**config.mk**
```make
export PLATFORM = sky130hd
export DESIGN_NAME = instr_fetch_unit
export DESIGN_NICKNAME = d
export VERILOG_FILES = /design/src/rtl/riscv_pkg.sv /design/src/rtl/if_id_reg.sv /design/src/rtl/instr_fetch_unit.sv
export SDC_FILE = /design/constraint.sdc
export NUM_CORES = 1
export LEC_CHECK = 0
export CAP_MARGIN = 30
export CORE_MARGIN = 2
export CORE_UTILIZATION = 40
export DETAILED_ROUTE_END_ITERATION = 10
export PLACE_DENSITY = 0.73
export SETUP_SLACK_MARGIN = 0.5
export SYNTH_ARGS = -nofsm -noshare
export SYNTH_HDL_FRONTEND = slang
export SYNTH_HIERARCHICAL = 1
export SYNTH_SLANG_ARGS = --single-unit
```
**constraint.sdc**
```tcl
create_clock -name clk -period 6.2 [get_ports clk]
set_clock_uncertainty 0.05 [all_clocks]
set_input_delay 1.24 -clock clk [delete_from_list [all_inputs] [get_ports clk]]
set_output_delay 1.24 -clock clk [all_outputs]
set_load 0.02 [all_outputs]
```
**src/rtl/riscv_pkg.sv**
```systemverilog
// Shared RISC-V definitions used by the fetch stage and its decoder neighbour.
package riscv_pkg;

  typedef enum logic [6:0] {
    LW     = 7'b0000011,
    SW     = 7'b0100011,
    R_TYPE = 7'b0110011,
    BEQ    = 7'b1100011
  } opcode_t;

  localparam logic [31:0] NOP_INSTR = 32'h0000_0013;

  typedef enum logic [1:0] {
    REQ,
    WAIT,
    HOLD,
    DISCARD
  } fetch_state_t;

endpackage

```
**src/rtl/if_id_reg.sv**
```systemverilog
// IF/ID pipeline register: holds one fetched instruction with its PC until decode takes it.
import riscv_pkg::*;

module if_id_reg #(
  parameter int XLEN = 32
) (
  input  logic            clk,
  input  logic            rst_n,
  input  logic            load,
  input  logic            flush,
  input  logic            ready,
  input  logic [31:0]     load_instr,
  input  logic [XLEN-1:0] load_pc,
  input  logic [XLEN-1:0] load_pc_plus4,
  output logic            valid,
  output logic [31:0]     instr,
  output logic [XLEN-1:0] pc,
  output logic [XLEN-1:0] pc_plus4
);

  // Flush wins over both a new load and a consume in the same cycle.
  always_ff @(posedge clk or negedge rst_n) begin
    if (!rst_n) begin
      valid    <= 1'b0;
      instr    <= NOP_INSTR;
      pc       <= '0;
      pc_plus4 <= '0;
    end else begin
      if (flush) begin
        valid <= 1'b0;
      end else if (load) begin
        valid <= 1'b1;
      end else if (valid && ready) begin
        valid <= 1'b0;
      end
      if (load && !flush) begin
        instr    <= load_instr;
        pc       <= load_pc;
        pc_plus4 <= load_pc_plus4;
      end
    end
  end

endmodule

```
**src/rtl/instr_fetch_unit.sv**
```systemverilog
// Fetch stage: owns the PC, issues one outstanding imem request at a time and
// buffers the returned word for decode. Handshake: id_valid & id_ready = consume.
import riscv_pkg::*;

module instr_fetch_unit #(
  parameter int              XLEN     = 32,
  parameter logic [XLEN-1:0] RESET_PC = '0
) (
  input  logic            clk,
  input  logic            rst_n,
  output logic            imem_req,
  output logic [XLEN-1:0] imem_addr,
  input  logic            imem_gnt,
  input  logic            imem_rvalid,
  input  logic [31:0]     imem_rdata,
  input  logic            redirect,
  input  logic [XLEN-1:0] redirect_pc,
  output logic            misalign,
  output logic            id_valid,
  input  logic            id_ready,
  output logic [31:0]     id_instr,
  output logic [XLEN-1:0] id_pc,
  output logic [XLEN-1:0] id_pc_plus4,
  output logic [6:0]      id_op_code,
  output logic [2:0]      id_funct3,
  output logic [6:0]      id_funct7
);

  fetch_state_t    state, next_state;
  logic [XLEN-1:0] pc, next_pc;
  logic            load;

  always_ff @(posedge clk or negedge rst_n) begin
    if (!rst_n) begin
      state    <= REQ;
      pc       <= RESET_PC;
      misalign <= 1'b0;
    end else begin
      state    <= next_state;
      pc       <= next_pc;
      misalign <= redirect && (redirect_pc[1:0] != 2'b00);
    end
  end

  // Redirect overrides every other event; an already granted request must
  // still have its response drained, hence DISCARD.
  always_comb begin
    next_state = state;
    next_pc    = pc;
    load       = 1'b0;
    case (state)
      REQ: begin
        if (imem_gnt) next_state = redirect ? DISCARD : WAIT;
      end
      WAIT: begin
        if (redirect) begin
          next_state = imem_rvalid ? REQ : DISCARD;
        end else if (imem_rvalid) begin
          next_state = HOLD;
          load       = 1'b1;
          next_pc    = pc + XLEN'(4);
        end
      end
      HOLD: begin
        if (redirect || (id_valid && id_ready)) next_state = REQ;
      end
      DISCARD: begin
        if (imem_rvalid) next_state = REQ;
      end
      default: next_state = REQ;
    endcase
    if (redirect) next_pc = redirect_pc & ~XLEN'(3);
  end

  assign imem_req  = rst_n && (state == REQ);
  assign imem_addr = pc;

  if_id_reg #(.XLEN(XLEN)) u_if_id_reg (
    .clk           (clk),
    .rst_n         (rst_n),
    .load          (load),
    .flush         (redirect),
    .ready         (id_ready),
    .load_instr    (imem_rdata),
    .load_pc       (pc),
    .load_pc_plus4 (pc + XLEN'(4)),
    .valid         (id_valid),
    .instr         (id_instr),
    .pc            (id_pc),
    .pc_plus4      (id_pc_plus4)
  );

  assign id_op_code = id_instr[6:0];
  assign id_funct3  = id_instr[14:12];
  assign id_funct7  = id_instr[31:25];

endmodule

```
==> results_dict.tcl <==
set metrics [dict create \
    synth_area_sq_mm 0.00635 \
    n_antenna_cell 0 \
    synth_top_cell_by_area "dfrtp_1" \
    drt_iter0_markers 292 \
    yosys-top-cells-area "dfrtp_1 50%, mux2_2 9.9%, mux2_4 9.5%" \
    dieArea_sq_mm 0.0169 \
    critPathMaxStageDelay_ns 0.56 \
    crit_path_top_delay_cell "nor2b_4" \
    status "completed" \
    layout-drive-gt1-share_pct 18.9 \
    critical-path-top-delay-family "simple AND/OR/NAND/NOR gates" \
    numPortBuffers 215 \
    synth_top_area_share_pct 50.0 \
    core_area_sq_mm 0.0157 \
    hold_class "reg2reg" \
    clk_latency_ns 0.42 \
    grt_max_degree 79 \
    drc_errors 0 \
    grt_pass1_vias 4912 \
    crit_chain "clkdlybuf4s50_1 > nand3b_1 > nor2_1 > nor2b_4 > buf_12 > mux2_2" \
    worst_pin_slew_ns 0.928 \
    cts.sinks 130 \
    syn2layout_area_growth_pct 42.4 \
    root_buffer "clkbuf_16" \
    path_clk_slew_ns 0.06 \
    post_cts_buffers 0 \
    synth_enable_flop_cells 0 \
    synth_area_per_cell_sq_um 12.2 \
    tns_ns 0 \
    start_util_pct 40.4 \
    numCtsBuffers 17 \
    synth.distinct_cells 43 \
    maxCapViolCount 0 \
    worstPathMaxFanout 78 \
    grt_pass1_wl_um 25500 \
    wire_per_inst_um 17.4 \
    dp_hpwl_um 11400 \
    ir_worst_vdd_uv 214 \
    crit_buf_inv 2 \
    setup_viol 0 \
    cts_resized 0 \
    synthArstFlopShare_pct 100 \
    grt_overflow 0 \
    synth_ff_type "dfrtp_1" \
    synth-seq-cells 130 \
    max_freq_ghz 0.255 \
    finalHoldViolCount 0 \
    hp-start "u_if_id_reg/pc_plus4[7]" \
    worstPathRequired_ns 6.45 \
    grt_usage_pct 19.2 \
    routabilityCongestion 0.758 \
    timing.final.crit_share_pct 63.3 \
    crit_type "in2reg" \
    cts_tree "built" \
    htreeDepth 4 \
    rsz0062_at_grt "no" \
    die_width_um 130 \
    startpoint_type "input pin" \
    power_leakage_nw 3.66 \
    io_pins 218 \
    vias_per_cell 5.17 \
    yosys_warnings 6 \
    core.rowCount 46 \
    fp.dieH_um 130 \
    rr_startpoint "state[1]" \
    clockBufferDepth 2 \
    power.density_mw_per_mm2 472 \
    relSlewSlack_pct 38.1 \
    arrival_ns 4.17 \
    hold_buffers 0 \
    wl_um 16300 \
    seq_area_frac_synth_pct 51.3 \
    via_count 4864 \
    ant_nets 0 \
    hold_ws_ns 0.455 \
    period_needed_ns 3.92 \
    drt-pass1-iter-count 5 \
    slew_viol_final 0 \
    antenna_found_initial 0 \
    crit_path_start "imem_rvalid" \
    worstSetupEndpointType "flip-flop" \
    synth_cells 523 \
    final_nets 783 \
]
cells by family (layout without fill, tap and decap cells):
| family | count (synthesis) | count (layout) | synth area share [%] |
|---|---|---|---|
| XOR/XNOR | 41 | 41 | 5.65 |
| flip-flops | 130 | 130 | 51.3 |
| multiplexers | 98 | 98 | 19.7 |
| AND/OR/NAND/NOR | 141 | 141 | 11.8 |
| other | 1 | 6 | 0.0590 |
| adder cells (fa/ha/maj) | 1 | 1 | 0.197 |
| AO/OA/AOI/OAI | 50 | 50 | 5.06 |
| buffers and inverters | 61 | 258 | 6.32 |
worst reg2reg max path: cells and delay by family (launching register included):
kind	cells	cell delay (ns)
and+or+nand+nor	3	1.47
muxes	1	0.52
buffers and inverters	1	0.47
DFF	1	0.41
registers in the layout (all words and copies together) (netlist names):
| name | cells |
|---|---|
| misalign | 1 |
| u_if_id_reg/pc_plus4 | 32 |
| u_if_id_reg/pc | 32 |
| imem_addr | 30 |
| u_if_id_reg/instr | 32 |
| state | 2 |
| u_if_id_reg/valid | 1 |
power breakdown:
part | internal [W] | switching (W) | leakage [nW]
Combinational | 0.00102 | 0.000837 | 1.79
Sequential | 0.00119 | 0.000239 | 1.59
Clock | 0.000620 | 0.000365 | 0.282
through the flow:
stage          cells  instance area [sq um]  worst slack (ns)  util (%)  power (W)
2_1_floorplan    528                   6370              3.15         -    0.00243
3_3_place_gp     909                   8470              1.99      53.9    0.00326
3_5_place_dp     909                   8470              1.91      53.9    0.00331
4_1_cts          941                   9050              2.29      57.6    0.00431
5_1_grt          941                   9050              2.13      57.6    0.00447
6_report         941                   9050              2.28      57.6    0.00427
cells in the mapped netlist (2+ instances only):
cell type,instances
mux2i_1,2
nand2_1,31
nor3_1,9
buf_6,2
a31oi_1,14
inv_1,8
and3_1,3
nor4_1,7
nand2b_1,3
o21ai_0,16
xor2_1,14
mux2_4,40
a21oi_1,2
and4_1,6
mux2_2,56
clkbuf_1,19
buf_4,19
dfrtp_1,127
nand4_1,12
dfstp_2,3
nor2_1,28
xnor2_1,27
or4_1,12
or3_1,4
buf_12,4
o31a_1,4
o31ai_1,10
buf_2,8
nand3_1,19
path summary, 6_finish.rpt:
path | end | slack, ns | depth (start not counted)
max | u_if_id_reg/pc_plus4[17] | 2.28 | 6
min | u_if_id_reg/pc_plus4[7] | 0.46 | 1
max reg2reg | u_if_id_reg/pc_plus4[17] | 3.17 | 5
min reg2reg | u_if_id_reg/pc_plus4[7] | 0.46 | 1
max in group asynchronous | imem_addr[26] | 4.01 | 2
min in group asynchronous | misalign | 0.73 | 1
layout make-up:
cell class	count	area [sq um]
fillers	1248	6660
repair buffers	218	2190
flip-flops and latches	130	3260
clock inverters	10	108
well taps	216	270
multi-input cells	337	2720
clock buffers	22	474
inverters	8	30.0
layout by cell type, fill, tap and decap left out, types with 9 or more instances in the layout:
cell and n:
nor2_1 28, or4_1 12, o21ai_0 16, clkdlybuf4s50_1 214
xnor2_1 27, nand2_1 31, nand3_1 19, mux2_4 40
xor2_1 14, nor3_1 9, dfrtp_1 127, clkbuf_16 17
o31ai_1 10, nand4_1 12, a31oi_1 14, mux2_2 56
metal layers:
layer  wire length [um]  up-vias  part of all wire (%)  global-route usage [%]
met3               1170       17                   7.2                    5.29
li1                   -     2227                     -                       -
met2               8080      187                    49                    31.9
met4                204        0                   1.2                    6.51
met1               6890     2433                    42                    24.3
met5                  0        -                     0                       0
(Power assumes the default switching activity.)
